[config.mk]
export PLATFORM = sky130hd
export DESIGN_NAME = dma_rx_collector
export DESIGN_NICKNAME = d
export VERILOG_FILES = /design/src/rtl/dsp_chiplet_pkg.sv /design/src/rtl/cplx_abs_l1.sv /design/src/rtl/dma_rx_collector.sv
export SDC_FILE = /design/constraint.sdc
export NUM_CORES = 1
export LEC_CHECK = 0
export CORE_MARGIN = 8
export CORE_UTILIZATION = 55
export CTS_BUF_LIST = sky130_fd_sc_hd__clkbuf_8
export CTS_CLUSTER_DIAMETER = 30
export DETAILED_ROUTE_END_ITERATION = 16
export GPL_TIMING_DRIVEN = 0
export PLACE_DENSITY = 0.75
export REMOVE_ABC_BUFFERS = 1
export SLEW_MARGIN = 20
export SYNTH_ARGS = -nofsm -noshare
export SYNTH_HDL_FRONTEND = slang
export SYNTH_HIERARCHICAL = 1
export SYNTH_SLANG_ARGS = --single-unit
[constraint.sdc]
create_clock -name clk -period 6.2 [get_ports clk]
set_input_delay 1.24 -clock clk [delete_from_list [all_inputs] [get_ports clk]]
set_output_delay 1.24 -clock clk [all_outputs]
set_load 0.005 [all_outputs]
[src/rtl/dsp_chiplet_pkg.sv]
// Shared types and defaults for the chiplet DSP receive path.
package dsp_chiplet_pkg;

    localparam int unsigned DEF_DATA_WIDTH = 12;
    localparam int unsigned FFT_N          = 16;

    typedef enum logic [1:0] {
        RECV  = 2'd0,
        HOLD  = 2'd1,
        CLEAR = 2'd2
    } rx_state_t;

    // |re|+|im| at the default width; |-2^(W-1)| is exact as an unsigned W-bit value.
    function automatic logic [DEF_DATA_WIDTH:0] l1_mag(
        input logic signed [DEF_DATA_WIDTH-1:0] re,
        input logic signed [DEF_DATA_WIDTH-1:0] im
    );
        logic [DEF_DATA_WIDTH-1:0] a;
        logic [DEF_DATA_WIDTH-1:0] b;
        a = re[DEF_DATA_WIDTH-1] ? -re : re;
        b = im[DEF_DATA_WIDTH-1] ? -im : im;
        return {1'b0, a} + {1'b0, b};
    endfunction

endpackage

[src/rtl/cplx_abs_l1.sv]
// Combinational L1 magnitude |re|+|im| of a signed complex sample.
module cplx_abs_l1 #(
    parameter int unsigned W = 12
) (
    input  logic signed [W-1:0] i_re,
    input  logic signed [W-1:0] i_im,
    output logic        [W:0]   o_mag
);

    logic [W-1:0] w_abs_re;
    logic [W-1:0] w_abs_im;

    // Negating the most negative value wraps to 2^(W-1), which is the correct unsigned magnitude.
    assign w_abs_re = i_re[W-1] ? -i_re : i_re;
    assign w_abs_im = i_im[W-1] ? -i_im : i_im;
    assign o_mag    = {1'b0, w_abs_re} + {1'b0, w_abs_im};

endmodule

[src/rtl/dma_rx_collector.sv]
// Collects one DMA frame of complex samples, tracks the L1 peak and holds the
// frame for the host read port until released.
module dma_rx_collector #(
    parameter int unsigned DATA_WIDTH = dsp_chiplet_pkg::DEF_DATA_WIDTH,
    parameter int unsigned N          = dsp_chiplet_pkg::FFT_N,
    parameter int unsigned AW         = $clog2(N)
) (
    input  logic                         clk,
    input  logic                         reset,
    input  logic                         dma_valid,
    input  logic signed [DATA_WIDTH-1:0] dma_real,
    input  logic signed [DATA_WIDTH-1:0] dma_imag,
    input  logic                         done,
    input  logic                         stall,
    input  logic                         frame_release,
    input  logic        [AW-1:0]         rd_addr,
    output logic                         dma_ack,
    output logic        [DATA_WIDTH-1:0] rd_real,
    output logic        [DATA_WIDTH-1:0] rd_imag,
    output logic                         frame_ready,
    output logic        [AW:0]           frame_count,
    output logic        [DATA_WIDTH:0]   peak_mag,
    output logic        [AW-1:0]         peak_idx,
    output logic                         short_frame
);
    import dsp_chiplet_pkg::*;

    rx_state_t             r_state;
    logic [DATA_WIDTH-1:0] r_mem_re [N];
    logic [DATA_WIDTH-1:0] r_mem_im [N];
    logic [DATA_WIDTH-1:0] r_rd_re;
    logic [DATA_WIDTH-1:0] r_rd_im;
    logic [AW:0]           r_count;
    logic [DATA_WIDTH:0]   r_peak_mag;
    logic [AW-1:0]         r_peak_idx;
    logic                  r_ready;
    logic                  r_short;

    logic                  w_xfer;
    logic [AW:0]           w_count_next;
    logic [AW-1:0]         w_wr_idx;
    logic [DATA_WIDTH:0]   w_mag;

    cplx_abs_l1 #(.W(DATA_WIDTH)) u_abs (
        .i_re  (dma_real),
        .i_im  (dma_imag),
        .o_mag (w_mag)
    );

    assign dma_ack      = (r_state == RECV) && !stall && reset;
    assign w_xfer       = dma_valid && dma_ack;
    assign w_count_next = r_count + {{AW{1'b0}}, w_xfer};
    assign w_wr_idx     = r_count[AW-1:0];

    always_ff @(posedge clk) begin
        if (!reset) begin
            r_state    <= RECV;
            r_count    <= '0;
            r_peak_mag <= '0;
            r_peak_idx <= '0;
            r_ready    <= 1'b0;
            r_short    <= 1'b0;
            r_rd_re    <= '0;
            r_rd_im    <= '0;
            for (int unsigned i = 0; i < N; i++) begin
                r_mem_re[i] <= '0;
                r_mem_im[i] <= '0;
            end
        end else begin
            r_rd_re <= r_mem_re[rd_addr];
            r_rd_im <= r_mem_im[rd_addr];
            unique case (r_state)
                RECV: begin
                    if (w_xfer) begin
                        r_mem_re[w_wr_idx] <= dma_real;
                        r_mem_im[w_wr_idx] <= dma_imag;
                        r_count            <= w_count_next;
                        // First sample of a frame always seeds the peak; later ties keep the earlier index.
                        if (r_count == '0 || w_mag > r_peak_mag) begin
                            r_peak_mag <= w_mag;
                            r_peak_idx <= w_wr_idx;
                        end
                    end
                    if (w_count_next == (AW+1)'(N)) begin
                        r_state <= HOLD;
                        r_ready <= 1'b1;
                    end else if (done && w_count_next != '0) begin
                        r_state <= HOLD;
                        r_ready <= 1'b1;
                        r_short <= 1'b1;
                    end
                end
                HOLD: begin
                    if (frame_release) r_state <= CLEAR;
                end
                CLEAR: begin
                    r_count    <= '0;
                    r_peak_mag <= '0;
                    r_peak_idx <= '0;
                    r_ready    <= 1'b0;
                    r_state    <= RECV;
                end
                default: r_state <= RECV;
            endcase
        end
    end

    assign rd_real     = r_rd_re;
    assign rd_imag     = r_rd_im;
    assign frame_ready = r_ready;
    assign frame_count = r_count;
    assign peak_mag    = r_peak_mag;
    assign peak_idx    = r_peak_idx;
    assign short_frame = r_short;

endmodule
# --- After elaboration in Yosys (flattened, before gate mapping) ---
# Memory sizes are Yosys's and may differ from the RTL's. A register that Yosys moved wholly into a read port is not among the register bits.
# Cells that the tools add are included.
totals:
  ff_bits: 26
  mem_bits_rw: 384
  out_inout_bits: 49
  word_cells: 68
  mem_count: 2
classes:
  addsub: 4
  magnitude_cmp: 1
  n_eq_ne: 7
  muxes: 28
  n_bitwise: 1
  n_reduce_logical: 19
memory_table:
  columns: ["name", "depth", "word_bits", "rd", "rd_ports_with_merged_regs", "write_ports", "line", "text"]
  rows:
  - ["r_mem_im", 16, 12, 1, 1, 16, "dma_rx_collector.sv:30", "logic [DATA_WIDTH-1:0] r_mem_im [N];"]
  - ["r_mem_re", 16, 12, 1, 1, 16, "dma_rx_collector.sv:29", "logic [DATA_WIDTH-1:0] r_mem_re [N];"]
op_table:
  columns: ["cell", "count"]
  rows:
  - ["$mux W12", 4]
  - ["$mux W13", 2]
  - ["$pmux W13 S2", 1]
  - ["$neg A12 Y12", 2]
  - ["$reduce_or A12 Y1", 2]
  - ["$mux W4", 4]
  - ["$add A12 B12 Y13", 1]
  - ["$gt A13 B13 Y1", 1]
  - ["$pmux W5 S2", 1]
  - ["$mux W1", 9]
  - ["$pmux W4 S2", 1]
  - ["$mux W2", 3]
  - ["$reduce_and A2 Y1", 3]
  - ["$reduce_and A3 Y1", 2]
  - ["$add A5 B1 Y5", 1]
  - ["$eq A5 B5 Y1 const B", 1]
  - ["$logic_not A5 Y1", 1]
  - ["$mux W5", 1]
  - ["$reduce_bool A5 Y1", 1]
  - ["$logic_and A1 B1 Y1", 4]
  - ["$ne A2 B2 Y1 const B", 2]
  - ["$pmux W2 S2", 1]
  - ["$logic_not A1 Y1", 3]
  - ["$ne A3 B1 Y1 const B", 1]
  - ["other kinds (8)", 8]

# --- Logic depth before layout (Yosys ltp) ---
depth:
  word_depth: 10
  ltp_mapped: 23

# --- Hierarchy ---
# The synthesis kept the hierarchy.
by_module_without_submodules:
  columns: ["module", "instances", "cells_each", "area_each_um2"]
  rows:
  - ["dma_rx_collector", 1, 1229, 19342.3]
  - ["cplx_abs_l1", 1, 142, 1007.2]

# --- Least setup slack after synthesis ---
# No wires, ideal clock.
synth_path:
  path_kind: "input to register"
  from: "in dma_imag[1]"
  to: "reg r_peak_mag[3], in the netlist peak_mag[3]"
  setup_time_ns: 0.118
  arrival_ns: 4.946
  t_required_ns: 6.082
  slack_ns: 1.136
  cell_stages: 17
  cell_sequence: "or3_1 > o31ai_1 > xnor2_1 > ha_1 > and4_1 > a221o_1 > or4_1 > nand4_1 > ha_1 > nand4_1 > a311oi_1 > o41a_1 > buf_6 > o21a_1 > buf_6 > buf_6 > mux2i_1"
synth_via:
  elab_chain_len: 7
  word_cells_on_any_way: 10
synth_lines:
  columns: ["item", "line", "text"]
  rows:
  - ["from (decl)", "dma_rx_collector.sv:12", "input logic signed [DATA_WIDTH-1:0] dma_imag,"]
  - ["$neg A12 Y12", "cplx_abs_l1.sv:15", "assign w_abs_im = i_im[W-1] ? -i_im : i_im;"]
  - ["$mux W12 *", "cplx_abs_l1.sv:15", null]
  - ["$add A12 B12 Y13 *", "cplx_abs_l1.sv:16", "assign o_mag = {1'b0, w_abs_re} + {1'b0, w_abs_im};"]
  - ["named net w_mag[9]", "dma_rx_collector.sv:42", "logic [DATA_WIDTH:0] w_mag;"]
  - ["$gt A13 B13 Y1 *", "dma_rx_collector.sv:79", "if (r_count == '0 || w_mag > r_peak_mag) begin"]
  - ["$logic_or A1 B1 Y1 *", "dma_rx_collector.sv:79", null]
  - ["$ne A2 B1 Y1 (no line) *", null, null]
  - ["$reduce_and A3 Y1 (no line) *", null, null]
  - ["to (signal assigned)", "dma_rx_collector.sv:80", "r_peak_mag <= w_mag;"]
  - ["to (decl)", "dma_rx_collector.sv:34", "logic [DATA_WIDTH:0] r_peak_mag;"]
# Mark *: on every way through the listed nets, which the timed path passes. The rest lies on a longest branch. The select of a mux whose other input is x is not followed.
# A chain may end at the register's enable or synchronous reset.

# --- Worst setup path in the final report ---
layout_path:
  from: "in dma_imag[2]"
  to: "reg r_peak_mag[3], in the netlist peak_mag[3]"
# The elaborated chain is that of the path after synthesis.

==> qor_table.md <==
| Item | Reported | Unit |
| --- | --- | --- |
| Unique masters post-synth | 59 | - |
| Number of global-route vias before repair | 12500 | - |
| Minimum period implied by the final worst setup slack | 5.91 | ns |
| Placement-stage worst setup slack | -0.526 | ns |
| PwrDens | 301 | mW/mm2 |
| Worst IR Drop VDD | 311 | uV |
| DIE HEIGHT | 208 | um |
| Status | finished, final reports clean | - |
| I/O Pins | 83 | - |
| Number of buffer and inverter instances along the worst setup path | 1 | - |
| Critical Path Slowest Stage Cell | sky130_fd_sc_hd__clkdlybuf4s50_1 | - |
| Antenna diode count | 0 | - |
| Critical path class | input port to flop | - |
| Average cell area after synthesis | 14.8 | um2 |
| Leakage | 8.96 | nW |
| Detailed-routed wire length on met3 | 4360 | um |
| CTS max path bufs | 3 | - |
| Crit-path leading delay family | compound AO/OA/AOI/OAI gates | - |
| Critical path destination | peak_mag[3] | - |
| Final worst slack | 0.294 | ns |
| Min-Delay Path Class | flop to flop | - |
| Vias after detailed routing | 12100 | - |
| CTS tree | done | - |
| Post-route design area | 0.0243 | mm2 |
| Number of DRC markers in iteration 0 | 1213 | - |
| Instance area after placement | 0.0222 | mm2 |
| Sum of met2 wire segment lengths after detailed routing | 24300 | um |
| Global placer's final weighted congestion | 0.836 | - |
| CTS Root Buffer Type | sky130_fd_sc_hd__clkbuf_8 | - |
| Die width | 208 | um |
| Share of the synthesized area in compound gates (AO/OA/AOI/OAI) | 0.0333 | - |
| GR Util All Layers | 0.232 | - |
| Metal-1 WL | 20300 | um |
| R2R Path Start | r_state[0] | - |
| Layout cell share with drive strength beyond 1 | 0.219 | - |
| Required time at the endpoint of the critical path | 6.75 | ns |
| Count of TritonRoute iterations in the first routing pass | 5 | - |
| Vias per Instance | 5.99 | - |
| Layout Nets | 1534 | - |
| Synthesized area | 0.0203 | mm2 |
| Relative slew margins | 0.375 | - |
| Clock latency of the later-clocked register in the worst-skew pair | 0.64 | ns |
| Ordered cell list for the critical path | clkdlybuf4s50_1, or3_1, nand2b_1, o31ai_1, xnor2_1, ha_1, a21o_1, a31oi_1, mux2i_1, a21oi_1, o2111ai_1, ha_1, nand4_1, a311oi_1, o41a_1, o21a_2, mux2i_1 | - |
| Share of the clock period used by the worst path | 0.953 | - |
| Count of state elements after synthesis | 434 | - |
| Sequential element share of the synthesized area | 0.616 | - |
| Final setup violation count | 0 | - |
| Largest family of logic cells by synthesized area | simple AND/OR/NAND/NOR gates | - |
| Placed wire-length estimate after detailed placement | 31200 | um |
| Total congestion overflow | 0 | - |
| Max-slew violations | 0 | - |
| Core Footprint | 0.0365 | mm2 |
| Hold_ws | 0.449 | ns |
| TritonCTS buffer count | 92 | - |
| Share of synthesized registers carrying an async set or reset | 0 | - |
| Worst-case clock skew | 0.0317 | ns |
| Slew at the pin with the worst max-slew slack | 0.938 | ns |
| Crit path from | dma_imag[2] | - |
| Number of H-tree levels | 3 | - |
| Count of standard-cell rows | 70 | - |
| Number of flops mapped to enable cells by yosys | 384 | - |
| CTS clock-pin slew for the worst setup and hold paths | 0.05 | ns |
| Number of warnings reported in the yosys synthesis log | 6 | - |
| Slowest stage delay, CP | 0.74 | ns |
| Critical R2R Capture | r_mem_im[6][0] | - |
| Total number of clock tree sinks | 434 | - |
| Pin count of the biggest net entering global routing | 55 | - |
| Die area | 0.0434 | mm2 |
| Top fanout value on the critical path | 19 | - |
| Signed area change from the synthesized netlist to the final layout | 19.2 | % |
| Count of final hold-check violations | 0 | - |
| Synth Area in Simple Gates | 0.156 | - |
| Element type at the critical path end | flop | - |
| I/O Buffers | 82 | - |
| Worst EP arrival | 6.45 | ns |
| Detailed-route wire length | 50500 | um |
| Highest metal layer with signal wires | met5 | - |
| Upper clock frequency limit | 169 | MHz |
| Initial standard-cell utilization of the core | 0.557 | - |
| CP Depth | 17 | - |
| Worst Reg-to-Reg Cells | 7 | - |
| Wire length of the first global-routing pass | 75900 | um |
| Register-to-Register Setup Slack | 3.01 | ns |
| Max-cap violations | 0 | - |
| Total negative slack | 0 | ns |
| Commonest register cell after synthesis | sky130_fd_sc_hd__edfxtp_1 | - |
| Synth Area in XOR/XNOR | 0.0121 | - |
| Instance count of the mapped netlist | 1371 | - |
| Post-detailed-route count of antenna-violating nets | 0 | - |
| Adder and majority gate portion of the synthesized area | 0.0188 | - |
| Buffers inserted during post-CTS setup optimization | 0 | - |
| Antenna violations before repair | 1 | - |
| Startpoint type of the worst setup path | input port | - |
| Post-detailed-route DRC marker count | 0 | - |
| Mux cell area share after synthesis | 0.136 | - |
| Routed WL per cell | 25.1 | um |
| Hold-fix buffer count after cts | 0 | - |
state kept, by name, summed over array words and instances, names as in the netlist, 2 cells and up:
register     flops
frame_count      5
rd_real         12
r_state          2
r_mem_re       192
peak_idx         4
rd_imag         12
peak_mag        13
r_mem_im       192
layout make-up:
class                      count  area, um2
clock buffer                 107       1470
clock inverter                63        536
fill                        2500      12300
inverter                      24       90.1
multi-input combinational    810       7550
sequential                   434      12500
tap                          468        586
timing repair buffer         108       1500
metal layers:
metal,global-route usage,vias up
li1,-,5289
met1,0.303,6077
met2,0.376,592
met3,0.0487,95
met4,0.0940,2
met5,0,-
what timing repair did:
item | CTS | global route
gates resized for setup | 0 | 6
endpoints found under the setup margin | 0 | 17
hold endpoints to repair | 0 | 0
placed cells by master (no fill, tap or decap), types with 11 or more instances in the layout:
cell	synthesis	layout
sky130_fd_sc_hd__inv_1	23	42
sky130_fd_sc_hd__nand2_1	32	32
sky130_fd_sc_hd__clkinv_2	0	20
sky130_fd_sc_hd__nor2_4	0	16
sky130_fd_sc_hd__and2_1	412	412
sky130_fd_sc_hd__clkdlybuf4s50_1	0	73
sky130_fd_sc_hd__a21oi_1	11	11
sky130_fd_sc_hd__edfxtp_1	384	384
sky130_fd_sc_hd__dfxtp_1	50	50
sky130_fd_sc_hd__ha_1	29	29
sky130_fd_sc_hd__nand2b_1	12	12
sky130_fd_sc_hd__clkbuf_8	0	107
sky130_fd_sc_hd__mux4_2	120	120
sky130_fd_sc_hd__o21ai_4	0	16
sky130_fd_sc_hd__xnor2_1	24	24
sky130_fd_sc_hd__buf_16	0	22
synth_stat cells (8+ instances only):
cell / instances / area (um2)
sky130_fd_sc_hd__xnor2_1: 24 / 210
sky130_fd_sc_hd__nor2_1: 22 / 82.6
sky130_fd_sc_hd__inv_1: 23 / 86.3
sky130_fd_sc_hd__o211ai_1: 9 / 67.6
sky130_fd_sc_hd__dfxtp_1: 50 / 1000
sky130_fd_sc_hd__a21oi_1: 11 / 55.1
sky130_fd_sc_hd__nand2b_1: 12 / 75.1
sky130_fd_sc_hd__o21ai_1: 8 / 40.0
sky130_fd_sc_hd__and2_1: 412 / 2580
sky130_fd_sc_hd__buf_6: 9 / 101
sky130_fd_sc_hd__clkbuf_2: 8 / 40.0
sky130_fd_sc_hd__mux4_2: 120 / 2700
sky130_fd_sc_hd__nand3_1: 10 / 50.1
sky130_fd_sc_hd__o21ai_0: 26 / 130
sky130_fd_sc_hd__nand2_1: 32 / 120
sky130_fd_sc_hd__buf_2: 9 / 45.0
sky130_fd_sc_hd__clkbuf_1: 70 / 263
sky130_fd_sc_hd__ha_1: 29 / 363
sky130_fd_sc_hd__edfxtp_1: 384 / 11500
power by group:
| group | switching (mW) | total [mW] | internal, mW |
|---|---|---|---|
| Clock | 1.28 | 3.24 | 1.96 |
| Sequential | 0.0344 | 3.32 | 3.29 |
| Combinational | 0.403 | 0.739 | 0.336 |
logic make-up after synthesis:
logic type / after synthesis
AO/OA/AOI/OAI: 98
AND/OR/NAND/NOR: 528
XOR/XNOR: 28
flip-flops: 434
adder cells (fa/ha/maj): 30
multiplexers: 126
buffers and inverters: 127
per-stage QoR:
step	total power, mW	utilization	cells
6_report	7.30	0.664	2014
5_1_grt	7.54	0.664	2014
4_1_cts	7.33	0.664	2014
3_5_place_dp	4.12	0.609	1844
3_3_place_gp	4.09	0.583	1818
2_1_floorplan	3.77	-	1268
worst min-delay path: stages (launching register included):
cell and delay (ns):
sky130_fd_sc_hd__dfxtp_1 0.31, sky130_fd_sc_hd__nand2_1 0.05, sky130_fd_sc_hd__o21ai_1 0.05
worst min-delay path by stage:
stage             endpoint  slack [ns]         from  depth (start not counted)
2_1_floorplan  peak_idx[1]        0.44  peak_idx[1]                          2
3_3_place_gp   peak_idx[1]        0.44  peak_idx[1]                          2
3_5_place_dp   peak_idx[1]        0.45  peak_idx[1]                          2
4_1_cts        peak_idx[1]        0.45  peak_idx[1]                          2
5_1_grt        peak_idx[1]        0.49  peak_idx[1]                          2
6_report       peak_idx[1]        0.45  peak_idx[1]                          2
No activity file was read; power rests on OpenSTA's default activity.
